<file path="src/rtl/dmem_arbiter_if.sv">
// rtl/dmem_arbiter_if.sv - CPU, host and RAM side signals of the data memory arbiter
interface dmem_arbiter_if #(
  parameter int ADDR_W = 14,
  parameter int DATA_W = 32
) ();
  logic [ADDR_W-1:0] cpu_addr;
  logic [DATA_W-1:0] cpu_wdata;
  logic              cpu_we;
  logic              cpu_re;
  logic [DATA_W-1:0] cpu_rdata;
  logic              cpu_hold;

  logic              host_valid;
  logic              host_ready;
  logic              host_we;
  logic [ADDR_W-1:0] host_addr;
  logic [DATA_W-1:0] host_wdata;
  logic              host_rvalid;
  logic [DATA_W-1:0] host_rdata;

  logic [ADDR_W-1:0] mem_addr;
  logic [DATA_W-1:0] mem_wdata;
  logic              mem_we;
  logic [DATA_W-1:0] mem_rdata;

  // master: the arbiter itself
  modport master (
    input  cpu_addr, cpu_wdata, cpu_we, cpu_re,
    output cpu_rdata, cpu_hold,
    input  host_valid, host_we, host_addr, host_wdata,
    output host_ready, host_rvalid, host_rdata,
    output mem_addr, mem_wdata, mem_we,
    input  mem_rdata
  );

  modport slave (
    output cpu_addr, cpu_wdata, cpu_we, cpu_re,
    input  cpu_rdata, cpu_hold,
    output host_valid, host_we, host_addr, host_wdata,
    input  host_ready, host_rvalid, host_rdata,
    input  mem_addr, mem_wdata, mem_we,
    output mem_rdata
  );
endinterface

</file>
<file path="src/rtl/dmem_arbiter.sv">
// rtl/dmem_arbiter.sv - fixed-priority CPU/host arbiter for the single-port data RAM
// The host is guaranteed service by a one-cycle CPU hold after STARVE_LIMIT blocked cycles.
module dmem_arbiter #(
  parameter int ADDR_W       = 14,
  parameter int DATA_W       = 32,
  parameter int STARVE_LIMIT = 8,
  parameter int CNT_W        = 4
) (
  input  logic           clk,
  input  logic           rst,
  dmem_arbiter_if.master bus
);

  typedef enum logic {
    NORMAL = 1'b0,
    HOLD   = 1'b1
  } state_t;

  state_t            state_q, state_d;
  logic [CNT_W-1:0]  cnt_q, cnt_d, cnt_inc;
  logic [ADDR_W-1:0] last_addr_q;
  logic [DATA_W-1:0] last_wdata_q;
  logic              rd_p1_q;
  logic              rvalid_q;
  logic [DATA_W-1:0] hrdata_q;
  logic              cpu_gnt;
  logic              host_gnt;
  logic              blocked;

  assign cpu_gnt  = (state_q == NORMAL) && (bus.cpu_re || bus.cpu_we);
  assign host_gnt = !cpu_gnt && bus.host_valid;
  assign blocked  = bus.host_valid && !host_gnt;

  // With no owner the address/data bus keeps its last value to avoid needless toggling
  assign bus.mem_addr  = cpu_gnt ? bus.cpu_addr  : (host_gnt ? bus.host_addr  : last_addr_q);
  assign bus.mem_wdata = cpu_gnt ? bus.cpu_wdata : (host_gnt ? bus.host_wdata : last_wdata_q);
  assign bus.mem_we    = !rst && (cpu_gnt ? bus.cpu_we : (host_gnt && bus.host_we));
  assign bus.host_ready = !rst && host_gnt;

  assign bus.cpu_rdata   = bus.mem_rdata;
  assign bus.cpu_hold    = (state_q == HOLD);
  assign bus.host_rvalid = rvalid_q;
  assign bus.host_rdata  = hrdata_q;

  always_comb begin
    state_d = NORMAL;
    cnt_d   = '0;
    cnt_inc = (cnt_q == '1) ? cnt_q : cnt_q + CNT_W'(1);
    if (blocked) begin
      if ((state_q == NORMAL) && (STARVE_LIMIT != 0) && (cnt_inc == CNT_W'(STARVE_LIMIT))) begin
        state_d = HOLD;
        cnt_d   = '0;
      end else begin
        cnt_d = cnt_inc;
      end
    end
  end

  always_ff @(posedge clk or posedge rst) begin
    if (rst) begin
      state_q      <= NORMAL;
      cnt_q        <= '0;
      last_addr_q  <= '0;
      last_wdata_q <= '0;
      rd_p1_q      <= 1'b0;
      rvalid_q     <= 1'b0;
      hrdata_q     <= '0;
    end else begin
      state_q <= state_d;
      cnt_q   <= cnt_d;
      if (cpu_gnt) begin
        last_addr_q  <= bus.cpu_addr;
        last_wdata_q <= bus.cpu_wdata;
      end else if (host_gnt) begin
        last_addr_q  <= bus.host_addr;
        last_wdata_q <= bus.host_wdata;
      end
      // Host read: address in cycle N, RAM data in N+1, registered response in N+2
      rd_p1_q  <= host_gnt && !bus.host_we;
      rvalid_q <= rd_p1_q;
      if (rd_p1_q) begin
        hrdata_q <= bus.mem_rdata;
      end
    end
  end

endmodule
</file>
<file path="src/flat_wrapper.sv">
// flat-port wrapper written by rule: the top's interface ports become plain ports
module dmem_arbiter_flat 
#(
  parameter int ADDR_W       = 14,
  parameter int DATA_W       = 32,
  parameter int STARVE_LIMIT = 8,
  parameter int CNT_W        = 4
)
  (clk, rst, bus_cpu_addr, bus_cpu_wdata, bus_cpu_we, bus_cpu_re, bus_cpu_rdata, bus_cpu_hold, bus_host_valid, bus_host_we, bus_host_addr, bus_host_wdata, bus_host_ready, bus_host_rvalid, bus_host_rdata, bus_mem_addr, bus_mem_wdata, bus_mem_we, bus_mem_rdata);
  dmem_arbiter_if #(.ADDR_W(ADDR_W), .DATA_W(DATA_W)) bus_i ();
  input  logic clk;
  input  logic rst;
  input wire logic [$bits(bus_i.cpu_addr)-1:0] bus_cpu_addr;
  input wire logic [$bits(bus_i.cpu_wdata)-1:0] bus_cpu_wdata;
  input wire logic [$bits(bus_i.cpu_we)-1:0] bus_cpu_we;
  input wire logic [$bits(bus_i.cpu_re)-1:0] bus_cpu_re;
  output wire logic [$bits(bus_i.cpu_rdata)-1:0] bus_cpu_rdata;
  output wire logic [$bits(bus_i.cpu_hold)-1:0] bus_cpu_hold;
  input wire logic [$bits(bus_i.host_valid)-1:0] bus_host_valid;
  input wire logic [$bits(bus_i.host_we)-1:0] bus_host_we;
  input wire logic [$bits(bus_i.host_addr)-1:0] bus_host_addr;
  input wire logic [$bits(bus_i.host_wdata)-1:0] bus_host_wdata;
  output wire logic [$bits(bus_i.host_ready)-1:0] bus_host_ready;
  output wire logic [$bits(bus_i.host_rvalid)-1:0] bus_host_rvalid;
  output wire logic [$bits(bus_i.host_rdata)-1:0] bus_host_rdata;
  output wire logic [$bits(bus_i.mem_addr)-1:0] bus_mem_addr;
  output wire logic [$bits(bus_i.mem_wdata)-1:0] bus_mem_wdata;
  output wire logic [$bits(bus_i.mem_we)-1:0] bus_mem_we;
  input wire logic [$bits(bus_i.mem_rdata)-1:0] bus_mem_rdata;
  assign bus_i.cpu_addr = bus_cpu_addr;
  assign bus_i.cpu_wdata = bus_cpu_wdata;
  assign bus_i.cpu_we = bus_cpu_we;
  assign bus_i.cpu_re = bus_cpu_re;
  assign bus_cpu_rdata = bus_i.cpu_rdata;
  assign bus_cpu_hold = bus_i.cpu_hold;
  assign bus_i.host_valid = bus_host_valid;
  assign bus_i.host_we = bus_host_we;
  assign bus_i.host_addr = bus_host_addr;
  assign bus_i.host_wdata = bus_host_wdata;
  assign bus_host_ready = bus_i.host_ready;
  assign bus_host_rvalid = bus_i.host_rvalid;
  assign bus_host_rdata = bus_i.host_rdata;
  assign bus_mem_addr = bus_i.mem_addr;
  assign bus_mem_wdata = bus_i.mem_wdata;
  assign bus_mem_we = bus_i.mem_we;
  assign bus_i.mem_rdata = bus_mem_rdata;
  dmem_arbiter #(.ADDR_W(ADDR_W), .DATA_W(DATA_W), .STARVE_LIMIT(STARVE_LIMIT), .CNT_W(CNT_W)) u_core (.clk(clk), .rst(rst), .bus(bus_i));
endmodule
</file>
<file path="config.mk">
export PLATFORM = sky130hd
export DESIGN_NAME = dmem_arbiter_flat
export DESIGN_NICKNAME = d
export VERILOG_FILES = /design/src/rtl/dmem_arbiter_if.sv /design/src/rtl/dmem_arbiter.sv /design/src/flat_wrapper.sv
export SDC_FILE = /design/constraint.sdc
export NUM_CORES = 1
export LEC_CHECK = 0
export CAP_MARGIN = 40
export CORE_ASPECT_RATIO = 1.1
export CORE_UTILIZATION = 30
export CTS_BUF_LIST = sky130_fd_sc_hd__clkbuf_16
export DETAILED_ROUTE_END_ITERATION = 10
export PLACE_DENSITY = 0.81
export SYNTH_ARGS = -nofsm -noshare
export SYNTH_HDL_FRONTEND = slang
export SYNTH_SLANG_ARGS = --single-unit
</file>
<file path="constraint.sdc">
create_clock -name clk -period 3.3 [get_ports clk]
set_input_delay 0.99 -clock clk [delete_from_list [all_inputs] [get_ports clk]]
set_output_delay 0.99 -clock clk [all_outputs]
set_load 0.005 [all_outputs]
</file>
# ---- Word level (Yosys, flattened, before mapping)
# Cells that the tools add are included.
dict set report totals {
  register_bits 85
  output_inout_bits 114
}
dict set report classes {
  addsub 1
  n_eq_ne 2
  n_mux 10
  bitwise 1
  n_reduce_logical 13
}
# cell count
set op_table {}
lappend op_table {{$mux 32} 2}
lappend op_table {{$mux 14} 2}
lappend op_table {{$mux 4} 3}
lappend op_table {{$eq 4x4->1 const B} 2}
lappend op_table {{$logic_and 1x1->1} 8}
lappend op_table {{$add 4x1->4 const B} 1}
lappend op_table {{$logic_not 1->1} 4}
lappend op_table {{$mux 1} 3}
lappend op_table {{$logic_or 1x1->1} 1}
lappend op_table {{$not 1->1} 1}

# ---- Longest topological paths before layout
# Gate-level depths: netlist of the first run.
dict set report depth {
  word_depth 7
  depth_mapped 5
  depth_no_buf 4
}

# ---- Worst setup path after synthesis of the first run
# Ideal clock, no wire load.
dict set report synth_timing {
  path_kind {input port to output port}
  from {input bus_host_valid}
  to {output bus_mem_addr[0]}
  arrival_ns 1.731
  required_time_ns 2.310
  setup_slack_ns 0.579
  cell_stages 5
  n_path_buf 3
  cell_sequence {buf_2 -> buf_4 -> buf_6 -> mux2i_1 -> o21ai_1}
}
dict set report synth_between {
  elab_chain_cells 3
}
# item line_no
set synth_rtl {}
lappend synth_rtl {{start: declaration} flat_wrapper.sv:19} ;# input wire logic [$bits(bus_i.host_valid)-1:0] bus_host_valid;
lappend synth_rtl {{$logic_and 1x1->1} dmem_arbiter.sv:31} ;# assign host_gnt = !cpu_gnt && bus.host_valid;
lappend synth_rtl {{$mux 14 (2 in series)} dmem_arbiter.sv:35} ;# assign bus.mem_addr = cpu_gnt ? bus.cpu_addr : (host_gnt ? bus.host_addr : last_addr_q);
lappend synth_rtl {{end: declaration} flat_wrapper.sv:26} ;# output wire logic [$bits(bus_i.mem_addr)-1:0] bus_mem_addr;
# Every way passes these cells.

# ---- Worst setup path in the final report of the first run
dict set report layout_timing {
  from {input bus_cpu_we}
  to {output bus_mem_addr[0]}
}
dict set report layout_between {
  elab_chain_cells 6
}
# item line_no
set layout_rtl {}
lappend layout_rtl {{start: declaration} flat_wrapper.sv:15} ;# input wire logic [$bits(bus_i.cpu_we)-1:0] bus_cpu_we;
lappend layout_rtl {{$logic_or 1x1->1 *} dmem_arbiter.sv:30} ;# assign cpu_gnt = (state_q == NORMAL) && (bus.cpu_re || bus.cpu_we);
lappend layout_rtl {{$logic_and 1x1->1 *} dmem_arbiter.sv:30}
lappend layout_rtl {{$logic_not 1->1} dmem_arbiter.sv:31}
lappend layout_rtl {{$logic_and 1x1->1} dmem_arbiter.sv:31}
lappend layout_rtl {{$mux 14} dmem_arbiter.sv:35}
lappend layout_rtl {{$mux 14 *} dmem_arbiter.sv:35}
# Every way passes the cells marked *; elsewhere a longest branch is shown, timed or not.

==> impl_metrics.py, run 1 <==
metrics = {
    "layout": {
        "utilization_pct": 54.2,
        "final_cell_area_um2": 6860,
        "final_nets": 695,
        "antenna_cells": 0,
        "final_layout_size_suffix_gt1_share_pct": 12.8,
        "syn_to_final_growth_pct": 76.4,
        "layoutNonFillerInstCount": 726,
    },
    "clock_network": {
        "clk_latency_ns": 0.33,
        "cts_buffers": 9,
        "root_buffer": "clkbuf_16",
        "ctsHtreeMaxLevel": 3,
        "clk_pin_slew_ns": 0.05,
        "clk_path_buf_depth": 2,
        "cts_tree": "yes",
        "cts_sinks": 85,
    },
    "route": {
        "wl_per_cell_um": 15.9,
        "via_per_inst": 4.69,
        "drt_first_pass_iters": 4,
        "drc": 0,
        "drtIter0Drc": 121,
        "final_antenna_net_count": 0,
        "vias": 3406,
        "wl_um": 11600,
    },
    "synthesis": {
        "synth_edf_count": 0,
        "yosys.area.top_type": "dfrtp_1",
        "async_reset_ff_share_pct": 100,
        "synth.area.top_cells": "dfrtp_1, mux2i_1, mux2_1, buf_4, o21ai_1",
        "synth.avg_cell_area_um2": 11.6,
        "synth-seq-cells": 85,
        "synth_cell_type_count": 27,
        "synth-compound-area-share_pct": 7.72,
        "synth_ff_type": "dfrtp_1",
        "synthCells": 335,
        "synth_top_family_by_area": "multiplexers",
        "syn_nets": 466,
        "syn-cell-area_um2": 3890,
        "synth_mux_area_share_pct": 21.4,
        "netlist.area_leader.share_pct": 54.7,
        "synthAdderAreaFrac_pct": 0.322,
        "synth_xor_area_share_pct": 0.225,
        "synth-simple-area-share_pct": 6.47,
        "ys.warnings.count": 0,
        "ys_seq_area_share_pct": 54.7,
    },
    "place": {
        "gp_congestion": 0.828,
        "place_ws_ns": -0.470,
        "io_buffer_count": 243,
        "dp.cells": 701,
        "dp_hpwl_um": 8450,
        "dpl_cell_area_um2": 6350,
    },
    "grt": {
        "gr-usage-all-layers_pct": 17.1,
        "gr-total-overflow": 0,
        "grt_pass1_wl_um": 17800,
        "grt_pass1_vias": 3538,
        "grt_start_max_net_pins": 47,
        "antenna_found_initial": 0,
    },
    "timing": {
        "worst_clock_skew_ns": 0.00699,
        "finalCritPeriodShare_pct": 99.5,
        "finalWorstSetupSlack_ns": 0.0180,
        "relSlewSlack_pct": 61.5,
        "report.final.slew_viol_count": 0,
        "worstMarginPinSlew_ns": 0.578,
        "setup_tns_ns": 0,
        "finalHoldViolations": 0,
        "rsz0062_at_grt": "yes",
        "fmax_mhz": 305,
        "finalSetupViolations": 0,
        "holdWs_ns": 0.482,
        "fin_crit_ns": 3.28,
    },
    "worst_setup_path": {
        "startpoint": "bus_cpu_we",
        "critPathRequiredTime_ns": 2.31,
        "rr_worst_depth": 7,
        "critPathArrivalTime_ns": 2.29,
        "cp_max_fo": 11,
        "startpoint_type": "input port",
        "worstReg2RegStart": "u_core.bus.cpu_hold",
        "r2r_slack_ns": 1.69,
        "end_kind": "primary output",
        "critPathKind": "input port to primary output",
    },
    "power": {
        "p_leak_nw": 3.14,
        "fin_total_pwr_mw": 2.99,
        "power.density_nw_per_um2": 436,
        "ir_worst_vdd_v": 0.000289,
    },
    "outcome": {
        "outcome": "complete, no violations",
    },
    "floorplanning": {
        "std_cell_rows": 43,
        "die_w_um": 111,
        "initial_core_util_pct": 30.7,
        "coreArea_um2": 12600,
        "io_pins": 244,
        "fp.dieArea_um2": 13400,
        "dieHeight_um": 121,
    },
    "min_path": {
        "hold_path_startpoint": "u_core.bus.host_rdata[8]",
        "hp-class": "flop to flop",
        "holdPathStages": 1,
    },
    "flow_run": {
        "cap_violations": 0,
    },
}
-- layout make-up --
class	instances	area [um2]
Sequential cell	85	2130
Fill cell	1069	5790
Timing Repair Buffer	268	2700
Clock buffer	9	225
Clock inverter	7	58.8
Multi-Input combinational cell	197	1540
Tap cell	157	196
Inverter	3	12.5
-- cell usage after synthesis (2+ instances only) --
library cell  count
a31oi_1           2
buf_2            15
buf_4            33
clkbuf_1          3
dfrtp_1          85
inv_1             3
mux2_1           30
mux2_2            2
mux2i_1          47
nand2_1          48
nor2_1            6
o21ai_1          46
-- timing repair --
item                                    in CTS  in global routing
resized for setup                           52                 28
hold buffers                                 0                  0
pin swaps                                    1                  2
endpoints found under the setup margin      48                 22
gates cloned                                 3                  0
buffers inserted                             4                  2
-- cell families (layout without fill, tap and decap cells) --
| kind of cell | Yosys count | count (layout) |
|---|---|---|
| AO/OA/AOI/OAI | 54 | 56 |
| XOR/XNOR | 1 | 1 |
| adder cells (fa/ha/maj) | 1 | 1 |
| buffers and inverters | 55 | 287 |
| flip-flops | 85 | 85 |
| multiplexers | 79 | 79 |
| AND/OR/NAND/NOR | 60 | 60 |
-- critical path, stage by stage --
cell and delay [ns]:
buf_4 0.14, o21ba_4 0.29, buf_12 0.16, o21ai_2 0.17
clkdlybuf4s50_1 0.53
-- power breakdown --
group	switching (mW)	internal, mW	total (mW)	leakage, nW
combinational	0.270	0.511	0.781	1.97
clock	0.393	0.576	0.969	0.145
sequential	0.0610	1.18	1.24	1.03
-- placed cells by master (no fill, tap or decap), drive strengths merged, types with 2 or more instances in the layout --
cell type and instances:
dlymetal6s2s 11, o21ba 3, mux2i 47, clkinv 4
nand2 48, buf 27, dfrtp 85, inv 4
nor2 6, clkbuf 11, dlygate4sd2 21, o21ai 47
clkdlybuf4s50 207, a31oi 2, mux2 32
-- registers in the layout (all words and copies together), names as in the netlist --
| name | count |
|---|---|
| u_core.bus.cpu_hold | 1 |
| u_core.bus.host_rdata | 32 |
| u_core.bus.host_rvalid | 1 |
| u_core.cnt_q | 4 |
| u_core.last_addr_q | 14 |
| u_core.last_wdata_q | 32 |
| u_core.rd_p1_q | 1 |
-- layer usage --
layer	global-route usage, %	up-vias	wire length [um]
met3	7.29	13	1250
met2	29.6	201	5690
met5	0	-	0
met1	18.3	1598	4400
li1	-	1594	-
met4	6.75	0	224
-- worst paths after layout --
check	end
worst max-delay path	bus_mem_addr[0]
worst min-delay path	u_core.bus.host_rdata[8]
worst max register to register	u_core.last_addr_q[9]
worst min register to register	u_core.bus.host_rdata[8]
max in group asynchronous	u_core.last_addr_q[8]
min in group asynchronous	u_core.last_wdata_q[4]
No activity file was read; power rests on OpenSTA's default activity.
==> run 2, diff against run 1 <==
--- a/config.mk
+++ b/config.mk
@@ -8,9 +8,9 @@
 export CAP_MARGIN = 40
 export CORE_ASPECT_RATIO = 1.1
 export CORE_UTILIZATION = 30
-export CTS_BUF_LIST = sky130_fd_sc_hd__clkbuf_16
 export DETAILED_ROUTE_END_ITERATION = 10
 export PLACE_DENSITY = 0.81
+export SLEW_MARGIN = 20
 export SYNTH_ARGS = -nofsm -noshare
 export SYNTH_HDL_FRONTEND = slang
 export SYNTH_SLANG_ARGS = --single-unit
==> run 2 against run 1 <==
Combinational power barely moved; via count fell by 0.41%; maximum frequency barely moved; core utilization rose by 0.079 points; non-clock buffer count did not move; global-route usage barely moved; register-to-register slack barely moved; sequential share of layout area barely moved; hold slack barely moved; critical path type unchanged.
==> impl_metrics.py, run 2 (synthesis results as in run 1) <==
metrics = {
    "outcome": {
        "outcome": "complete, no violations",
    },
    "layout": {
        "utilization_pct": 54.3,
        "final_nets": 695,
        "layoutNonFillerInstCount": 726,
        "final_cell_mix": "clkdlybuf4s50_1, dfrtp_1, nand2_1, mux2i_1, mux2_1",
        "final_common_cell": "clkdlybuf4s50_1",
        "antenna_cells": 0,
        "multi_input_area_um2": 1540,
        "syn_to_final_growth_pct": 76.6,
        "regArea_um2": 2130,
        "final_layout_size_suffix_gt1_share_pct": 13.0,
        "final_cell_area_um2": 6870,
        "fillers": 1067,
    },
    "grt": {
        "grt_start_max_net_pins": 47,
        "antenna_found_initial": 0,
        "gr-total-overflow": 0,
        "gr-usage-all-layers_pct": 17.1,
        "grt_pass1_vias": 3538,
        "grt_pass1_wl_um": 17800,
    },
    "worst_setup_path": {
        "critPathKind": "input port to primary output",
        "path_cells": "buf_4, o21ba_4, buf_12, o21ai_2, clkdlybuf4s50_1",
        "worstReg2RegStart": "u_core.bus.cpu_hold",
        "startpoint_type": "input port",
        "cp_max_fo": 11,
        "reg2reg_to": "u_core.last_addr_q[9]",
        "end_kind": "primary output",
        "rr_worst_depth": 7,
        "r2r_slack_ns": 1.70,
        "critPathArrivalTime_ns": 2.29,
        "critPathRequiredTime_ns": 2.31,
        "endpoint": "bus_mem_addr[0]",
        "startpoint": "bus_cpu_we",
        "crit_slowest_cell": "clkdlybuf4s50_1",
        "slowest_delay_ns": 0.53,
    },
    "timing": {
        "rsz0062_at_grt": "yes",
        "finalSetupViolations": 0,
        "finalHoldViolations": 0,
        "worst_clock_skew_ns": 0.00616,
        "finalCritPeriodShare_pct": 99.4,
        "relSlewSlack_pct": 61.4,
        "report.final.slew_viol_count": 0,
        "fin_crit_ns": 3.28,
        "worstMarginPinSlew_ns": 0.580,
        "holdWs_ns": 0.482,
        "fmax_mhz": 305,
    },
    "place": {
        "io_buffer_count": 243,
        "dp_hpwl_um": 8450,
        "dp.cells": 701,
        "dpl_cell_area_um2": 6350,
        "gp_congestion": 0.828,
    },
    "clock_network": {
        "root_buffer": "clkbuf_16",
        "cts_sinks": 85,
        "cts_buffers": 9,
        "ctsHtreeMaxLevel": 3,
        "clk_pin_slew_ns": 0.05,
        "clk_latency_ns": 0.33,
        "clk_path_buf_depth": 2,
        "cts_tree": "yes",
    },
    "route": {
        "drt_first_pass_iters": 4,
        "final_antenna_net_count": 0,
        "route.met2.wl_um": 5710,
        "wl_um": 11600,
        "drc": 0,
        "vias": 3392,
        "dr_wl_met3_um": 1200,
        "drt-met1-wl_um": 4460,
        "drtIter0Drc": 131,
        "wl_per_cell_um": 16.0,
        "top_layer_used": "met4",
        "via_per_inst": 4.67,
    },
    "power": {
        "p_leak_nw": 3.14,
        "fin_total_pwr_mw": 3.02,
        "power.density_nw_per_um2": 440,
        "ir_worst_vdd_v": 0.000265,
    },
    "floorplanning": {
        "coreArea_um2": 12600,
        "io_pins": 244,
        "die_w_um": 111,
        "initial_core_util_pct": 30.7,
        "fp.dieArea_um2": 13400,
        "std_cell_rows": 43,
        "dieHeight_um": 121,
    },
    "flow_run": {
        "cap_violations": 0,
    },
    "min_path": {
        "hp-class": "flop to flop",
    },
}
[run 2: how the worst min path moves through the flow]
| stage | cells past startpoint | endpoint | startpoint | slack, ns |
|---|---|---|---|---|
| after detailed placement | 1 | u_core.bus.host_rdata[7] | u_core.bus.host_rdata[7] | 0.47 |
| after global placement | 1 | u_core.bus.host_rdata[17] | u_core.bus.host_rdata[17] | 0.47 |
| after global routing | 1 | u_core.bus.host_rdata[7] | u_core.bus.host_rdata[7] | 0.50 |
| after CTS | 1 | u_core.bus.host_rdata[7] | u_core.bus.host_rdata[7] | 0.49 |
| after floorplan | 0 | u_core.bus.host_rvalid | u_core.rd_p1_q | 0.35 |
| final | 1 | u_core.bus.host_rdata[8] | u_core.bus.host_rdata[8] | 0.48 |
[run 2: where the power goes]
| group | total, mW | switching (mW) | internal [mW] |
|---|---|---|---|
| registers | 1.24 | 0.0610 | 1.18 |
| clock network | 0.998 | 0.393 | 0.605 |
| logic | 0.781 | 0.270 | 0.511 |
[run 2: worst max-delay path: cells and delay by family]
kind | cells | cell delay, ns
AO/OA/AOI/OAI | 2 | 0.46
buffers and inverters | 3 | 0.83
[run 2: timing repair]
item,in CTS,in global routing
pin swaps,1,2
hold endpoints to repair,0,0
resized for setup,52,28
gates cloned,3,0
setup endpoints to repair,48,22
setup buffers,4,2
hold buffers,0,0
[run 2: area by class of cell]
class | instances | area share (%)
repair buffers | 268 | 39.3
clock buffers | 12 | 3.59
clock inverters | 4 | 0.692
inverters | 3 | 0.182
multi-input cells | 197 | 22.4
flip-flops and latches | 85 | 31.0
well taps | 157 | 2.86
[run 2: metrics by stage]
step / worst slack [ns] / TNS [ns]
CTS: -0.0232 / -0.0232
finish: 0.0190 / 0
global placement: -0.432 / -18.19
global route: -0.0146 / -0.0325
detailed placement: -0.470 / -19.39
floorplan: 0.117 / 0
[run 2: routing by layer]
metal / track usage [%] / up-vias
met5: 0 / -
met4: 7.00 / 0
met3: 7.29 / 13
met2: 29.6 / 195
met1: 18.3 / 1592
li1: - / 1592
